## src/rtl/net_packet_serializer_pkg.sv

```systemverilog
// Shared network definitions: operation codes, packet bus format, host header layout.
// Latency: n/a (types, constants and a pure helper function only).
// Backpressure: n/a.
package net_packet_serializer_pkg;

    // Network operation codes carried on the packet bus. NULL marks an idle cycle.
    typedef enum logic [2:0] {
        NULL  = 3'd0,
        INSTR = 3'd1,
        REG   = 3'd2,
        PC    = 3'd3,
        BAR   = 3'd4
    } net_op_e;

    localparam int NET_ID_W   = 10;
    localparam int NET_ADDR_W = 16;
    localparam int NET_DATA_W = 32;

    typedef struct packed {
        net_op_e                 net_op;
        logic [NET_ID_W-1:0]     net_id;
        logic [NET_ADDR_W-1:0]   net_addr;
        logic [NET_DATA_W-1:0]   net_data;
    } net_packet_s;

    // Host header word field positions.
    localparam int HDR_OP_LSB   = 29;
    localparam int HDR_OP_W     = 3;
    localparam int HDR_RSVD_LSB = 26;
    localparam int HDR_RSVD_W   = 3;
    localparam int HDR_ID_LSB   = 16;
    localparam int HDR_ID_W     = 10;
    localparam int HDR_ADDR_LSB = 0;
    localparam int HDR_ADDR_W   = 16;

    // Field order matches the LSB constants above, MSB first.
    typedef struct packed {
        logic [HDR_OP_W-1:0]   op;
        logic [HDR_RSVD_W-1:0] rsvd;
        logic [HDR_ID_W-1:0]   id;
        logic [HDR_ADDR_W-1:0] addr;
    } net_hdr_s;

    // Serializer FSM states.
    typedef enum logic {
        S_HDR  = 1'b0,
        S_DATA = 1'b1
    } ser_state_e;

    // True when the raw op field names a defined net_op_e value.
    function automatic logic net_op_defined(input logic [HDR_OP_W-1:0] op);
        logic ok;
        ok = 1'b0;
        case (op)
            NULL, INSTR, REG, PC, BAR: ok = 1'b1;
            default:                   ok = 1'b0;
        endcase
        return ok;
    endfunction

endpackage

```

## src/rtl/net_packet_serializer_fifo.sv

```systemverilog
// Generic synchronous FIFO holding assembled packets; same-cycle push and pop allowed.
// Latency: a pushed element is visible at the head on the cycle after the push edge.
// Backpressure: o_full from the registered count; pushing while full is the caller's bug.
//
// Ports:
//   i_clk, i_reset   clock, synchronous active-high reset (pointers and count cleared)
//   i_push, i_data   write strobe and element
//   i_pop            read strobe; o_data is the current head (fall-through)
//   o_full, o_empty  status decoded from the registered count
//   o_count          registered occupancy, 0..els_p
module net_packet_fifo #(
    parameter int width_p = 8,
    parameter int els_p   = 4,
    localparam int AW     = (els_p > 1) ? $clog2(els_p) : 1,
    localparam int CNT_W  = $clog2(els_p) + 1
) (
    input  logic               i_clk,
    input  logic               i_reset,
    input  logic               i_push,
    input  logic [width_p-1:0] i_data,
    input  logic               i_pop,
    output logic [width_p-1:0] o_data,
    output logic               o_full,
    output logic               o_empty,
    output logic [CNT_W-1:0]   o_count
);

    logic [width_p-1:0] r_mem [els_p];
    logic [AW-1:0]      r_wr_ptr;
    logic [AW-1:0]      r_rd_ptr;
    logic [CNT_W-1:0]   r_count;
    logic               w_do_push;
    logic               w_do_pop;

    // Guard both strobes so a misbehaving caller cannot corrupt the pointers.
    assign w_do_push = i_push && !o_full;
    assign w_do_pop  = i_pop && !o_empty;

    assign o_full  = (r_count == CNT_W'(els_p));
    assign o_empty = (r_count == '0);
    assign o_count = r_count;
    assign o_data  = r_mem[r_rd_ptr];

    // Storage carries no reset; only the pointers define validity.
    always_ff @(posedge i_clk) begin
        if (w_do_push) begin
            r_mem[r_wr_ptr] <= i_data;
        end
    end

    // Depth is a power of two, so the pointers wrap naturally.
    always_ff @(posedge i_clk) begin
        if (i_reset) begin
            r_wr_ptr <= '0;
            r_rd_ptr <= '0;
            r_count  <= '0;
        end else begin
            if (w_do_push) begin
                r_wr_ptr <= r_wr_ptr + AW'(1);
            end
            if (w_do_pop) begin
                r_rd_ptr <= r_rd_ptr + AW'(1);
            end
            case ({w_do_push, w_do_pop})
                2'b10:   r_count <= r_count + CNT_W'(1);
                2'b01:   r_count <= r_count - CNT_W'(1);
                default: r_count <= r_count;
            endcase
        end
    end

endmodule

```

## src/rtl/net_packet_serializer.sv

```systemverilog
// Assembles host header+data word pairs into packets, buffers them, emits one per cycle.
// Latency: packet appears on net_packet_o 2 cycles after its data-word handshake (empty FIFO, net ready).
// Backpressure: host_ready_o drops only in S_DATA while the FIFO is full; net_ready_i low stalls output losslessly.
//
// Ports:
//   clk, reset                       clock, synchronous active-high reset
//   host_data_i/valid_i/ready_o      host word stream (header, then data)
//   net_ready_i                      network accepts a packet this cycle
//   net_packet_o                     registered packet, all-zero (NULL) when idle
//   pkt_count_o                      packets emitted, wrapping
//   drop_count_o                     malformed headers dropped, saturating
//   busy_o                           mid-packet or packets still buffered
module net_packet_serializer
    import net_packet_serializer_pkg::*;
#(
    parameter int fifo_els_p = 4
) (
    input  logic        clk,
    input  logic        reset,
    input  logic [31:0] host_data_i,
    input  logic        host_valid_i,
    output logic        host_ready_o,
    input  logic        net_ready_i,
    output net_packet_s net_packet_o,
    output logic [31:0] pkt_count_o,
    output logic [15:0] drop_count_o,
    output logic        busy_o
);

    localparam int CNT_W = $clog2(fifo_els_p) + 1;

    ser_state_e            r_state;
    ser_state_e            w_state_nxt;
    net_op_e               r_op;
    logic [NET_ID_W-1:0]   r_id;
    logic [NET_ADDR_W-1:0] r_addr;
    net_packet_s           r_packet;
    logic [31:0]           r_pkt_count;
    logic [15:0]           r_drop_count;

    net_hdr_s              w_hdr;
    logic                  w_hdr_bad;
    logic                  w_hdr_take;
    logic                  w_push;
    logic                  w_pop;
    net_packet_s           w_push_pkt;
    logic [$bits(net_packet_s)-1:0] w_head_raw;
    logic                  w_fifo_full;
    logic                  w_fifo_empty;
    logic [CNT_W-1:0]      w_fifo_count;

    assign w_hdr = host_data_i;

    // Next state and host handshake. Ready never looks at host_valid_i, and in
    // S_DATA it looks only at the registered FIFO count, so a same-cycle pop
    // does not reopen it.
    always_comb begin
        w_state_nxt  = r_state;
        host_ready_o = 1'b1;
        w_hdr_bad    = 1'b0;
        w_hdr_take   = 1'b0;
        w_push       = 1'b0;
        case (r_state)
            S_HDR: begin
                host_ready_o = 1'b1;
                if (host_valid_i) begin
                    if ((w_hdr.rsvd != '0) || !net_op_defined(w_hdr.op)) begin
                        w_hdr_bad = 1'b1;
                    end else if (w_hdr.op != NULL) begin
                        w_hdr_take  = 1'b1;
                        w_state_nxt = S_DATA;
                    end
                    // op == NULL with clean reserved bits: keepalive, discarded.
                end
            end
            S_DATA: begin
                host_ready_o = !w_fifo_full;
                if (host_valid_i && !w_fifo_full) begin
                    w_push      = 1'b1;
                    w_state_nxt = S_HDR;
                end
            end
            default: begin
                w_state_nxt = S_HDR;
            end
        endcase
    end

    always_ff @(posedge clk) begin
        if (reset) begin
            r_state <= S_HDR;
        end else begin
            r_state <= w_state_nxt;
        end
    end

    // Latched header fields; cleared on reset so a half-received packet is forgotten.
    always_ff @(posedge clk) begin
        if (reset) begin
            r_op   <= NULL;
            r_id   <= '0;
            r_addr <= '0;
        end else if (w_hdr_take) begin
            r_op   <= net_op_e'(w_hdr.op);
            r_id   <= NET_ID_W'(w_hdr.id);
            r_addr <= NET_ADDR_W'(w_hdr.addr);
        end
    end

    always_comb begin
        w_push_pkt          = '0;
        w_push_pkt.net_op   = r_op;
        w_push_pkt.net_id   = r_id;
        w_push_pkt.net_addr = r_addr;
        w_push_pkt.net_data = NET_DATA_W'(host_data_i);
    end

    assign w_pop = !w_fifo_empty && net_ready_i;

    net_packet_fifo #(
        .width_p ($bits(net_packet_s)),
        .els_p   (fifo_els_p)
    ) u_fifo (
        .i_clk   (clk),
        .i_reset (reset),
        .i_push  (w_push),
        .i_data  (w_push_pkt),
        .i_pop   (w_pop),
        .o_data  (w_head_raw),
        .o_full  (w_fifo_full),
        .o_empty (w_fifo_empty),
        .o_count (w_fifo_count)
    );

    // Output register: the head for exactly one cycle per pop, otherwise NULL.
    always_ff @(posedge clk) begin
        if (reset) begin
            r_packet <= '0;
        end else if (w_pop) begin
            r_packet <= net_packet_s'(w_head_raw);
        end else begin
            r_packet <= '0;
        end
    end

    always_ff @(posedge clk) begin
        if (reset) begin
            r_pkt_count  <= '0;
            r_drop_count <= '0;
        end else begin
            if (w_pop) begin
                r_pkt_count <= r_pkt_count + 32'd1;
            end
            if (w_hdr_bad && (r_drop_count != 16'hFFFF)) begin
                r_drop_count <= r_drop_count + 16'd1;
            end
        end
    end

    assign net_packet_o = r_packet;
    assign pkt_count_o  = r_pkt_count;
    assign drop_count_o = r_drop_count;
    assign busy_o       = (r_state == S_DATA) || (w_fifo_count != '0);

endmodule

```

## config.mk

```make
export PLATFORM = sky130hd
export DESIGN_NAME = net_packet_serializer
export DESIGN_NICKNAME = d
export VERILOG_FILES = /design/src/rtl/net_packet_serializer_pkg.sv /design/src/rtl/net_packet_serializer_fifo.sv /design/src/rtl/net_packet_serializer.sv
export SDC_FILE = /design/constraint.sdc
export NUM_CORES = 1
export LEC_CHECK = 0
export ABC_AREA = 1
export ABC_CLOCK_PERIOD_IN_PS = 5900
export CAP_MARGIN = 20
export CORE_MARGIN = 5
export CORE_UTILIZATION = 57
export CTS_CLUSTER_SIZE = 30
export DETAILED_ROUTE_END_ITERATION = 7
export HOLD_SLACK_MARGIN = 0.12
export PLACE_DENSITY = 0.86
export SKIP_LAST_GASP = 1
export SLEW_MARGIN = 20
export SYNTH_ARGS = -nofsm -noshare
export SYNTH_HDL_FRONTEND = slang
export SYNTH_HIERARCHICAL = 1
export SYNTH_SLANG_ARGS = --single-unit
```

## constraint.sdc

```tcl
create_clock -name clk -period 5.9 [get_ports clk]
set_input_delay 0.885 -clock clk [delete_from_list [all_inputs] [get_ports clk]]
set_output_delay 0.885 -clock clk [all_outputs]
set_load 0.005 [all_outputs]
```

# Yosys cells after proc, flatten, opt, wreduce, memory -nomap -nowiden
# Memory sizes are Yosys's and may differ from the RTL's. A register that Yosys moved wholly into a read port is not among the register bits.
# Index checks and enable logic that the tools add are counted.
[word_totals]
regBits = 85
n_memories = 1
output_inout_bits = 111
ramBits = 244
elab_cells = 62
in_bits = 36
[op_classes]
addsub = 6
n_bitwise = 2
n_mux = 18
n_reduce_logical = 18
eq_ne = 8
[mem_list]
columns = ["memory", "depth", "word_bits", "read_ports", "rd_clocked_by_memory_dff", "write_ports", "line", "rtl"]
rows = [
  ["u_fifo.r_mem", 4, 61, 1, 1, 1, "net_packet_serializer_fifo.sv:28", "logic [width_p-1:0] r_mem [els_p];"],
]
[op_table]
columns = ["operator", "n"]
rows = [
  ["adder 32 x 1 -> 32 bit (second input constant)", 1],
  ["adder 16 x 1 -> 16 bit (second input constant)", 1],
  ["inequality test 16 bit (second input constant)", 1],
  ["two-way mux 1 bit", 15],
  ["nonzero test 3 bit", 3],
  ["== test 3 x 2 -> 1 bit (second input constant)", 2],
  ["== test 3 bit (second input constant)", 2],
  ["logical NOT 3 bit", 2],
  ["case mux 3 bit (2 select lines)", 1],
  ["logical AND 1 bit", 5],
  ["OR reduction 5 bit", 1],
  ["adder 2 x 1 -> 2 bit (second input constant)", 2],
  ["case mux 1 bit (2 select lines)", 2],
  ["adder 3 x 1 -> 3 bit (second input constant)", 1],
  ["== test 3 x 1 -> 1 bit (second input constant)", 1],
  ["logical NOT 1 bit", 3],
  ["subtractor 3 x 1 -> 3 bit (second input constant)", 1],
  ["== test 2 x 1 -> 1 bit (second input constant)", 1],
  ["== test 2 bit (second input constant)", 1],
  ["logical OR 1 bit", 2],
  ["NOT 1 bit", 2],
  ["nonzero test 2 bit", 1],
  ["OR reduction 2 bit", 1],
]

# Logic depth before layout (Yosys ltp)
# Gate-level depths: netlist of run 1.
[depth]
ltp_word = 11
mapped_depth = 17
mapped_depth_nobuf = 17

# Hierarchy
# The synthesis of run 1 kept the hierarchy.
[by_module_without_submodules]
columns = ["mod", "seq_area_each_um2", "cells_per_inst", "n_inst", "area_per_inst_um2"]
rows = [
  ["net_packet_fifo", 7507.2, 659, 1, 10119.7],
  ["net_packet_serializer", 2782.7, 764, 1, 5561.6],
]

# Worst setup path after synthesis of run 1
# Ideal clock, no wire load.
[synth_timing]
kind = "input port to flip-flop"
from = "input port host_valid_i"
to = "memory u_fifo/r_mem[0][0] in the netlist's numbering, enable pin"
t_required_ns = 5.420
setup_slack_ns = 1.521
setup_ns = 0.480
cell_stages = 4
t_arrival_ns = 3.899
path_buffers = 0
path_cell_list = "inv_1 > nor3_1 > nand2_2 > nor2_1"
[synth_between]
elab_chain_cells = 6
[synth_rtl]
columns = ["element", "line", "rtl"]
rows = [
  ["start: declaration", "net_packet_serializer.sv:21", "input logic host_valid_i,"],
  ["logical AND 1 bit", "net_packet_serializer.sv:78", "if (host_valid_i && !w_fifo_full) begin"],
  ["two-way mux 1 bit", "net_packet_serializer.sv:78", ""],
  ["two-way mux 1 bit", "net_packet_serializer.sv:63", "case (r_state)"],
  ["net w_push", "net_packet_serializer.sv:44", "logic w_push;"],
  ["logical AND 1 bit", "net_packet_serializer_fifo.sv:36", "assign w_do_push = i_push && !o_full;"],
  ["two-way mux 1 bit", "net_packet_serializer_fifo.sv:46", "if (w_do_push) begin"],
  ["two-way mux 1 bit (not written as such)", "net_packet_serializer_fifo.sv:47", "r_mem[r_wr_ptr] <= i_data;"],
  ["end: declaration", "net_packet_serializer_fifo.sv:28", ""],
]
# The timed path passes the listed nets, and every way through them passes these cells.

# Final worst setup path of run 1
[layout_timing]
from = "input port host_valid_i"
to = "memory u_fifo/r_mem[0][44] in the netlist's numbering, enable pin"
# Same word-level chain as after synthesis.

==> results of run 1 <==
-- cells in the mapped netlist (3+ instances only) --
library cell / number / area (sq um)
edfxtp_1: 244 / 7330
nor2_1: 235 / 882
nand2_1: 169 / 634
dfxtp_1: 148 / 2960
inv_1: 133 / 499
o21ai_0: 103 / 515
nand3_1: 61 / 305
a21oi_1: 55 / 275
nor2_4: 43 / 484
o22ai_2: 40 / 500
o21ai_1: 31 / 155
clkbuf_1: 30 / 113
o22ai_1: 21 / 131
buf_2: 20 / 100
nand4_1: 18 / 113
a21oi_2: 9 / 78.8
nor3_1: 8 / 40.0
ha_1: 7 / 87.6
xor2_1: 6 / 52.6
buf_12: 5 / 100
nand2_2: 5 / 31.3
nor2_2: 4 / 25.0
buf_6: 3 / 33.8
buf_8: 3 / 45.0
inv_2: 3 / 11.3
o21a_1: 3 / 22.5
xnor2_1: 3 / 26.3
-- report_power, final --
part	total, uW	switching (uW)	internal, uW
Clock	2480	992	1490
Sequential	2910	8.17	2910
Combinational	102	62.3	40.0
Total	5500	1060	4440
-- kinds of logic (layout without fill, tap and decap cells) --
kind of cell,after synthesis,in the layout
compound gates,264,264
buf+inv,200,362
xor+xnor,9,9
fa+ha+maj,8,8
flops,392,392
simple gates,550,550
-- cell type report --
cell class | count | area [sq um]
clock buffers | 48 | 1060
clock inverters | 21 | 235
well taps | 341 | 427
repair buffers | 156 | 1530
flip-flops and latches | 392 | 10300
fillers | 1815 | 8450
multi-input cells | 831 | 4510
inverters | 137 | 520
-- routing by layer --
| metal | up-vias | share of wire [%] | global-route usage [%] |
|---|---|---|---|
| met5 | - | 0 | 0 |
| met4 | 0 | 2.8 | 7.02 |
| met3 | 82 | 6.5 | 3.85 |
| met2 | 441 | 51 | 38.9 |
| met1 | 5162 | 39 | 27.7 |
| li1 | 5088 | - | - |
-- registers in the layout, summed over array words and instances, names as in the netlist, named ones only --
| register | flops |
|---|---|
| net_packet_o | 61 |
| r_id | 10 |
| pkt_count_o | 32 |
| r_op | 3 |
| drop_count_o | 16 |
| r_addr | 16 |
| u_fifo/o_count | 3 |
| r_state | 1 |
| u_fifo/r_rd_ptr | 2 |
| u_fifo/r_wr_ptr | 2 |
| u_fifo/r_mem | 244 |
-- through the flow --
stage / cell area, sq um / std cells / hold WS [ps]
after floorplan: 15700 / 1423 / 459
after global placement: 17300 / 1857 / 475
after detailed placement: 17300 / 1857 / 484
after CTS: 18600 / 1926 / 501
after global routing: 18600 / 1926 / 524
final: 18600 / 1926 / 499
-- critical path: cells and delay by family --
family,cells,cell delay [ps]
buffers and inverters,3,1160
and+or+nand+nor,3,1340
-- path summary, 6_finish.rpt --
kind	startpoint	end	slack (ps)	cells past startpoint
setup / recovery	host_valid_i	u_fifo/r_mem[0][44]	2630	6
hold / removal	u_fifo/r_rd_ptr[1]	flop	500	2
setup reg to reg	u_fifo/o_count[1]	u_fifo/r_mem[0][44]	2790	7
hold reg to reg	u_fifo/r_rd_ptr[1]	flop	500	2
-- cell usage in the layout (no fill, tap or decap), types with 4 or more instances in the layout --
cell,count
clkinv_2,7
nor2_4,47
a21oi_2,9
edfxtp_1,244
clkbuf_16,39
nor2_2,5
buf_4,10
nand2_2,7
clkbuf_1,4
nor3_1,8
dfxtp_1,146
clkbuf_8,5
nor2_1,230
o21ai_0,103
a21oi_1,55
nand4_1,18
o22ai_2,40
clkdlybuf4s50_1,145
ha_1,7
nand3_1,61
xor2_1,6
bufinv_16,5
o21ai_1,31
o22ai_1,21
nand2_1,167
clkinv_1,6
inv_1,133
==> run summary, run 1 <==
Compound-gate portion of the synthesized area -> 10.8%
Initial antenna violation count -> 0
Nature of the critical path endpoint -> flop
Post-synth EDFFs -> 244
Worst Max-Slew Pin Slew -> 996 ps
Worst slack, placed -> 2120 ps
Nets -> 1,600
Synth Register Bits -> 392
Max-Cap Viols -> 0
Largest family of logic cells by synthesized area -> simple AND/OR/NAND/NOR gates
Worst Setup Start Kind -> input pin
Root buffer cell -> clkbuf_16
Die area -> 30,900 sq um
Gr usage total -> 22.0%
Post-synthesis cell area -> 15,700 sq um
Status -> finished clean
Drt wl/cell -> 17.9 um
Sink Count -> 392
Inserted Diodes -> 0
Yosys warning total -> 6
Critical path arrival -> 3400 ps
Drt drc -> 0
Crit-path cells -> clkdlybuf4s50_1 > inv_1 > nor3_1 > nand2_2 > nor2_4 > buf_4
Unrepaired setup endpoints after global routing -> no
Critical path's largest stage delay -> 720 ps
Wire length after detailed routing -> 34.6 mm
Syn-to-layout area delta -> 18.5%
Worst path slowest cell -> nor2_4
Global route total overflow -> 0
Library cells used by synthesis -> 37
Share of cells above drive strength 1 -> 11.9%
Power density over the cells -> 296 nW/um^2
Post-layout minimum cycle time -> 3270 ps
Max frequency -> 306 MHz
Height of the die -> 176 um
Final worst slack -> 2630 ps
Synth Area in Simple Gates -> 16.5%
CTS Buffer Depth -> 3
Core Util, Final -> 68.7%
RePlAce Congestion -> 0.896
Max rail drop VDD -> 0.000208 V
Relative slew slack -> 33.4%
CTS clock-pin slew for the worst setup and hold paths -> 60 ps
Crit path kind -> input pin to flop
Vias per cell -> 5.59
Crit path max fanout -> 38
CTS resizes -> 0
Final TNS setup -> 0 ps
XOR/XNOR Fraction of Synth Area -> 0.503%
First drt pass iteration count -> 5
TritonCTS buffer count -> 38
Synth async-reset ratio -> 0%
Synth Flop Type -> edfxtp_1
Skew final -> 16.8 ps
Worst hold path type -> flop to flop
First-pass GRT wire length -> 55.2 mm
Fin. max-slew vios -> 0
Avg Cell Area, Syn -> 11.0 sq um
CTS tree -> yes
DR iter-0 viols -> 1,101
Largest net degree at the start of global routing -> 85
Adder-Cell Fraction of Synth Area -> 0.686%
Post-cts hold buffer count -> 0
Synth Instances -> 1,423
Mux cell area share after synthesis -> 0%
Starting density of the core -> 58.0%
Leakage -> 0.00668 uW
Power, Total -> 5500 uW
Sequential share of the synthesized area -> 65.6%
Core region area -> 27,000 sq um
Final Hold Viols -> 0
Die W -> 176 um
Final period util -> 55.4%
Final Setup Violations -> 0
Routed via count -> 10,800
Row cnt -> 60
Setup bufs post-CTS -> 0
Via count of the first global-routing pass -> 10,600
Worst-Skew Late Latency -> 510 ps
Mapped Nets -> 1,467
H-tree Lvls -> 2
Routed Antenna Nets -> 0
Crit path required time -> 6040 ps
IO Port Bufs -> 146
Placed wire-length estimate -> 20.8 mm
IO Count -> 147
Power figures use the tool's default switching activity.
==> inputs of run 2 (changes only) <==
Settings changed: ABC_CLOCK_PERIOD_IN_PS 5900 to 2700, CORE_UTILIZATION 57 to 52, PLACE_DENSITY 0.86 to 0.83.
Clock period 5.9 ns to 2.7 ns, I/O delays scaled along.
==> run 2 against run 1 <==
Against the previous run: clock power grew 110%; total power rose by 110%; register-to-register slack got worse by 2400 ps; highest routed layer is now met5; utilization down 5.3 points; via count barely moved; worst setup slack got worse by 2200 ps; critical path type is now flop to flop; sequential cell count did not move; sequential share of layout area is 0.84 points lower; count of clock-buffer cells in the layout rose by 6; die area increased by 9.1%; non-clock buffer count up 20; largest cell class unchanged.
==> run summary, run 2 (synthesis gave the netlist of run 1 again) <==
Max rail drop VDD -> 0.000382 V (+84%)
Worst Setup Start Kind -> flop
Gr usage total -> 20.5% (-1.5 points)
Height of the die -> 184 um (+4.4%)
Critical path arrival -> 2730 ps (-670 ps)
CTS tree -> yes
Placed inst area -> 17,600 sq um (+2.0%)
Worst Max-Slew Pin Slew -> 787 ps (-209 ps)
WP buf/inv -> 2 (-1)
Nets -> 1,622 (+1.4%)
Core region area -> 29,700 sq um (+10%)
Worst path slowest cell -> fa_1
Placed wire-length estimate -> 21.5 mm (+3.7%)
Design Area, Final -> 18,900 sq um (+1.5%)
Number of flip-flops in the largest register -> 244 (unchanged)
Post-cts hold buffer count -> 0 (unchanged)
Drt drc -> 0 (unchanged)
Status -> finished clean
Max frequency -> 441 MHz
Largest net degree at the start of global routing -> 123 (+45%)
Starting density of the core -> 52.8% (-5.3 points)
RePlAce Congestion -> 0.885 (-1.2%)
Unrepaired setup endpoints after global routing -> no
Final TNS setup -> 0 ps (unchanged)
TritonCTS buffer count -> 40 (+5.3%)
Routed via count -> 10,800 (+0.019%)
Syn-to-layout area delta -> 20.3%
Via count of the first global-routing pass -> 10,900 (+3.1%)
Worst-Skew Late Latency -> 540 ps (+30 ps)
Share of cells above drive strength 1 -> 12.8% (+0.88 points)
Reg area -> 10,300 sq um (unchanged)
Skew final -> 16.7 ps (-0.101 ps)
First-pass GRT wire length -> 55.8 mm (+1.0%)
Critical path's most frequent cell -> inv_1
CP delay by family, top -> simple AND/OR/NAND/NOR gates
Sink Count -> 392 (unchanged)
Relative slew slack -> 47.5% (+14 points)
Leakage -> 0.00678 uW (+1.5%)
Crit-path cells -> nor2_1 > nand2_1 > inv_1 > nor3_1 > nand2_2 > ha_1 > inv_1 > fa_1 > a21oi_1
Power density over the cells -> 623 nW/um^2 (+110%)
Row cnt -> 63 (+5.0%)
Crit path kind -> flop to flop
Die area -> 33,700 sq um (+9.1%)
Biggest register -> u_fifo/r_mem
Root buffer cell -> clkbuf_16
Crit path max fanout -> 7 (-82%)
Post-layout minimum cycle time -> 2270 ps
Routed Antenna Nets -> 0 (unchanged)
Crit path required time -> 3160 ps (-2880 ps)
Final period util -> 84.1%
IO Port Bufs -> 146 (unchanged)
Inserted Diodes -> 0 (unchanged)
Most frequent cells in the layout -> edfxtp_1 (244), nor2_1 (230), nand2_1 (168)
Initial antenna violation count -> 2 (+2)
Commonest non-fill, non-tap cell in the layout -> edfxtp_1
CTS clock-pin slew for the worst setup and hold paths -> 60 ps (about the same)
DR iter-0 viols -> 902 (-18%)
Fin. max-slew vios -> 0 (unchanged)
Global route total overflow -> 0 (unchanged)
Nature of the critical path endpoint -> flop
H-tree Lvls -> 2 (unchanged)
Layout filler cell count -> 2,154 (+19%)
Die W -> 184 um (+4.4%)
CTS Buffer Depth -> 3 (unchanged)
First drt pass iteration count -> 6 (+1)
Setup bufs post-CTS -> 0 (unchanged)
Final Hold Viols -> 0 (unchanged)
CTS resizes -> 0 (unchanged)
Multi-input logic area -> 4500 sq um (about the same)
Worst hold path type -> input pin to flop
Vias per cell -> 5.39 (-3.6%)
Final Setup Violations -> 0 (unchanged)
IO Count -> 147 (unchanged)
Max-Cap Viols -> 0 (unchanged)
Critical path's largest stage delay -> 420 ps (-300 ps)
Wire length after detailed routing -> 34.9 mm (+1.1%)
Drt wl/cell -> 17.5 um (-2.6%)
==> run 2: area by class of cell <==
type | count | area share, %
Inverter | 137 | 2.76
Timing Repair Buffer | 176 | 9.65
Clock inverter | 19 | 0.856
Multi-Input combinational cell | 831 | 23.9
Sequential cell | 392 | 54.6
Clock buffer | 54 | 5.69
Tap cell | 390 | 2.59
==> run 2: layer usage <==
layer	global-route usage, %	up-vias	routed length [um]
met2	36.6	392	18200
met1	24.9	5174	13700
met3	3.74	75	2200
met5	0	-	11
met4	7.21	2	864
li1	-	5132	-
==> run 2: through the flow <==
step                      std cells  util [%]  setup WS [ps]  total power (uW)  hold slack [ps]
after detailed placement       1926      59.3            200              6730              491
after global routing           1999      63.5           99.3             12100              464
after CTS                      1999      63.5            439             11800              435
after global placement         1926      59.3            253              6720              478
after floorplan                1423         -           -401              6590              459
final                          1999      63.5            430             11800              445
==> run 2: worst paths after layout <==
check | start | endpoint | slack, ps | cells past startpoint
worst min register to register | r_op[0] | u_fifo/r_mem[1][58] | 500 | 0
worst max register to register | u_fifo/o_count[1] | u_fifo/o_count[1] | 430 | 9
worst min-delay path | reset | pkt_count_o[14] | 450 | 5
worst max-delay path | u_fifo/o_count[1] | u_fifo/o_count[1] | 430 | 9
==> run 2: report_power, final <==
part	total [uW]	internal [uW]	switching (uW)
Sequential	6370	6350	17.7
Combinational	232	94.4	138
Clock	5160	2930	2230
==> run 2: worst reg2reg max path, delay by kind of cell, from the launching register on <==
kind	cells	cell delay, ps
buf+inv	2	170
compound gates	1	150
fa+ha+maj	2	700
simple gates	4	810
flops	1	380
==> inputs of run 3 (changes only) <==
Settings changed: ABC_CLOCK_PERIOD_IN_PS 2700 to 1900.
Clock period 2.7 ns to 1.9 ns, I/O delays scaled along.
==> run 3 against run 2 <==
Against the previous run: non-clock buffer count is 33 higher; sequential power up 42%; utilization increased by 1.9 points; global-route usage up 0.76 points.
==> run summary, run 3 (synthesis gave the netlist of run 1 again) <==
Leakage -> 0.00707 uW (+4.2%)
Crit path max fanout -> 7 (unchanged)
Max rail drop VDD -> 0.000695 V (+82%)
Post-layout minimum cycle time -> 1870 ps
Worst path slowest cell -> clkdlybuf4s50_1
Met1 usage -> 25.9% (+1.0 points)
RePlAce Congestion -> 0.872 (-1.5%)
Worst-Skew Late Latency -> 530 ps (about the same)
Routed via count -> 11,000 (+2.4%)
Power density over the cells -> 888 nW/um^2 (+42%)
Crit path kind -> flop to primary output
Starting density of the core -> 52.8% (unchanged)
Crit path required time -> 1620 ps (-1540 ps)
Max frequency -> 535 MHz
CTS Buffer Depth -> 3 (unchanged)
Initial antenna violation count -> 2 (unchanged)
Worst Max-Slew Pin Slew -> 456 ps (-331 ps)
Wire length after detailed routing -> 36.5 mm (+4.4%)
Global-route track usage on met2 -> 38.3% (+1.7 points)
Skew final -> 21.8 ps (+5.07 ps)
Placed wire-length estimate -> 23.0 mm (+6.9%)
Relative slew slack -> 69.6% (+22 points)
Core Util, Final -> 65.3% (+1.9 points)
Worst hold margin -> 266 ps (-179 ps)
Root buffer cell -> clkbuf_16
Hold path start -> reset
Syn-to-layout area delta -> 23.8%
Max-Cap Viols -> 0 (unchanged)
Global route total overflow -> 0 (unchanged)
Final std cells w/o fill -> 2,034 (+1.8%)
Grt met3 use -> 4.19% (+0.46 points)
Worst r2r src -> u_fifo/o_count[0]
Biggest register -> u_fifo/r_mem
Unrepaired setup endpoints after global routing -> yes
Status -> finished clean
Final Hold Viols -> 0 (unchanged)
Vias per cell -> 5.42 (+0.61%)
Busiest grt layer -> met2
Die area -> 33,700 sq um (unchanged)
DR iter-0 viols -> 755 (-16%)
Post-cts hold buffer count -> 0 (unchanged)
Drt wl/cell -> 17.9 um (+2.6%)
Number of flip-flops in the largest register -> 244 (unchanged)
Most frequent cells in the layout -> edfxtp_1 (244), nor2_1 (228), nand2_1 (164)
Inserted Diodes -> 0 (unchanged)
First drt pass iteration count -> 5 (-1)
Core region area -> 29,700 sq um (unchanged)
Commonest non-fill, non-tap cell in the layout -> edfxtp_1
CTS clock-pin slew for the worst setup and hold paths -> 60 ps (about the same)
Worst Setup Start Kind -> flop
Final worst slack -> 30.8 ps (-399 ps)
Final period util -> 98.4%
Via count of the first global-routing pass -> 11,300 (+3.3%)
Row cnt -> 63 (unchanged)
Nets -> 1,656 (+2.1%)
Worst Setup SP -> pkt_count_o[19]
Gr usage total -> 21.2% (+0.76 points)
WP buf/inv -> 1 (-1)
Height of the die -> 184 um (unchanged)
Final Setup Violations -> 0 (unchanged)
Critical path arrival -> 1580 ps (-1150 ps)
IO Port Bufs -> 146 (unchanged)
CTS tree -> yes
Drt drc -> 0 (unchanged)
Die W -> 184 um (unchanged)
Share of cells above drive strength 1 -> 15.7% (+2.9 points)
IO Count -> 147 (unchanged)
Placed cells -> 1,958 (+1.7%)
Fin. max-slew vios -> 0 (unchanged)
Worst hold path type -> input pin to flop
H-tree Lvls -> 2 (unchanged)
Sink Count -> 392 (unchanged)
Nature of the critical path endpoint -> primary output
TritonCTS buffer count -> 41 (+2.5%)
Routed Antenna Nets -> 0 (unchanged)
Power, Total -> 17,200 uW (+47%)
Crit-path cells -> clkdlybuf4s50_1
First-pass GRT wire length -> 57.9 mm (+3.8%)
Largest net degree at the start of global routing -> 72 (-41%)
Critical path's largest stage delay -> 570 ps (+150 ps)
CP delay by family, top -> buffers and inverters
Worst slack, placed -> -253 ps (-453 ps)
run 3: cell count changes in the layout (fill, tap and decap cells not counted), moves of 4 or more:
cell	previous run	this run
inv_1	133	127
dfxtp_1	146	142
buf_12	11	21
nand2_1	168	164
inv_2	2	7
buf_4	19	42
run 3: metal layers:
layer	vias up	wire, um	share of wire (%)
met3	73	2460	6.7
met2	407	19000	52
met5	-	27	0.074
met4	4	818	2.2
li1	5207	-	-
met1	5340	14200	39
run 3: final cells by class:
type | instances | area (sq um)
multi-input cells | 831 | 4580
repair buffers | 209 | 2190
well taps | 390 | 488
clock buffers | 58 | 1160
clock inverters | 17 | 170
inverters | 137 | 523
flip-flops and latches | 392 | 10300
fillers | 2096 | 10300
run 3: timing repair:
action | CTS | global route
gates resized for setup | 6 | 16
pin swaps | 0 | 3
endpoints found under the setup margin | 3 | 12
setup buffers | 0 | 1
endpoints found under the hold margin | 0 | 0
run 3: final timing paths:
check,depth (start not counted),to,slack [ps]
worst max-delay path,1,pkt_count_o[19],30
worst min-delay path,3,pkt_count_o[2],270
worst max register to register,17,u_fifo/o_count[2],60
worst min register to register,2,r_state,500
run 3: stage by stage:
step / area, sq um / TNS, ps
finish: 19400 / 0
global route: 19400 / -79.6
CTS: 19400 / 0
detailed placement: 18000 / -38130
global placement: 18000 / -29340
floorplan: 15700 / -71370
run 3: report_power, final:
group	internal [uW]	switching, uW
registers	9020	23.8
clock network	4690	3140
logic	155	206
total	13900	3370
run 3: worst reg2reg max path, cell delays in order (launching register included):
cell and delay (ps):
dfxtp_4 360, nor2_4 50, nand2_2 60, inv_1 40, inv_2 70, nand2_4 50, inv_2 60, nand2_2 60
inv_2 70, ha_4 130, inv_2 50, fa_2 380, inv_2 50, nand2_1 70, nand3_2 80, nand2_1 60
nand2_1 50, nor2_1 40
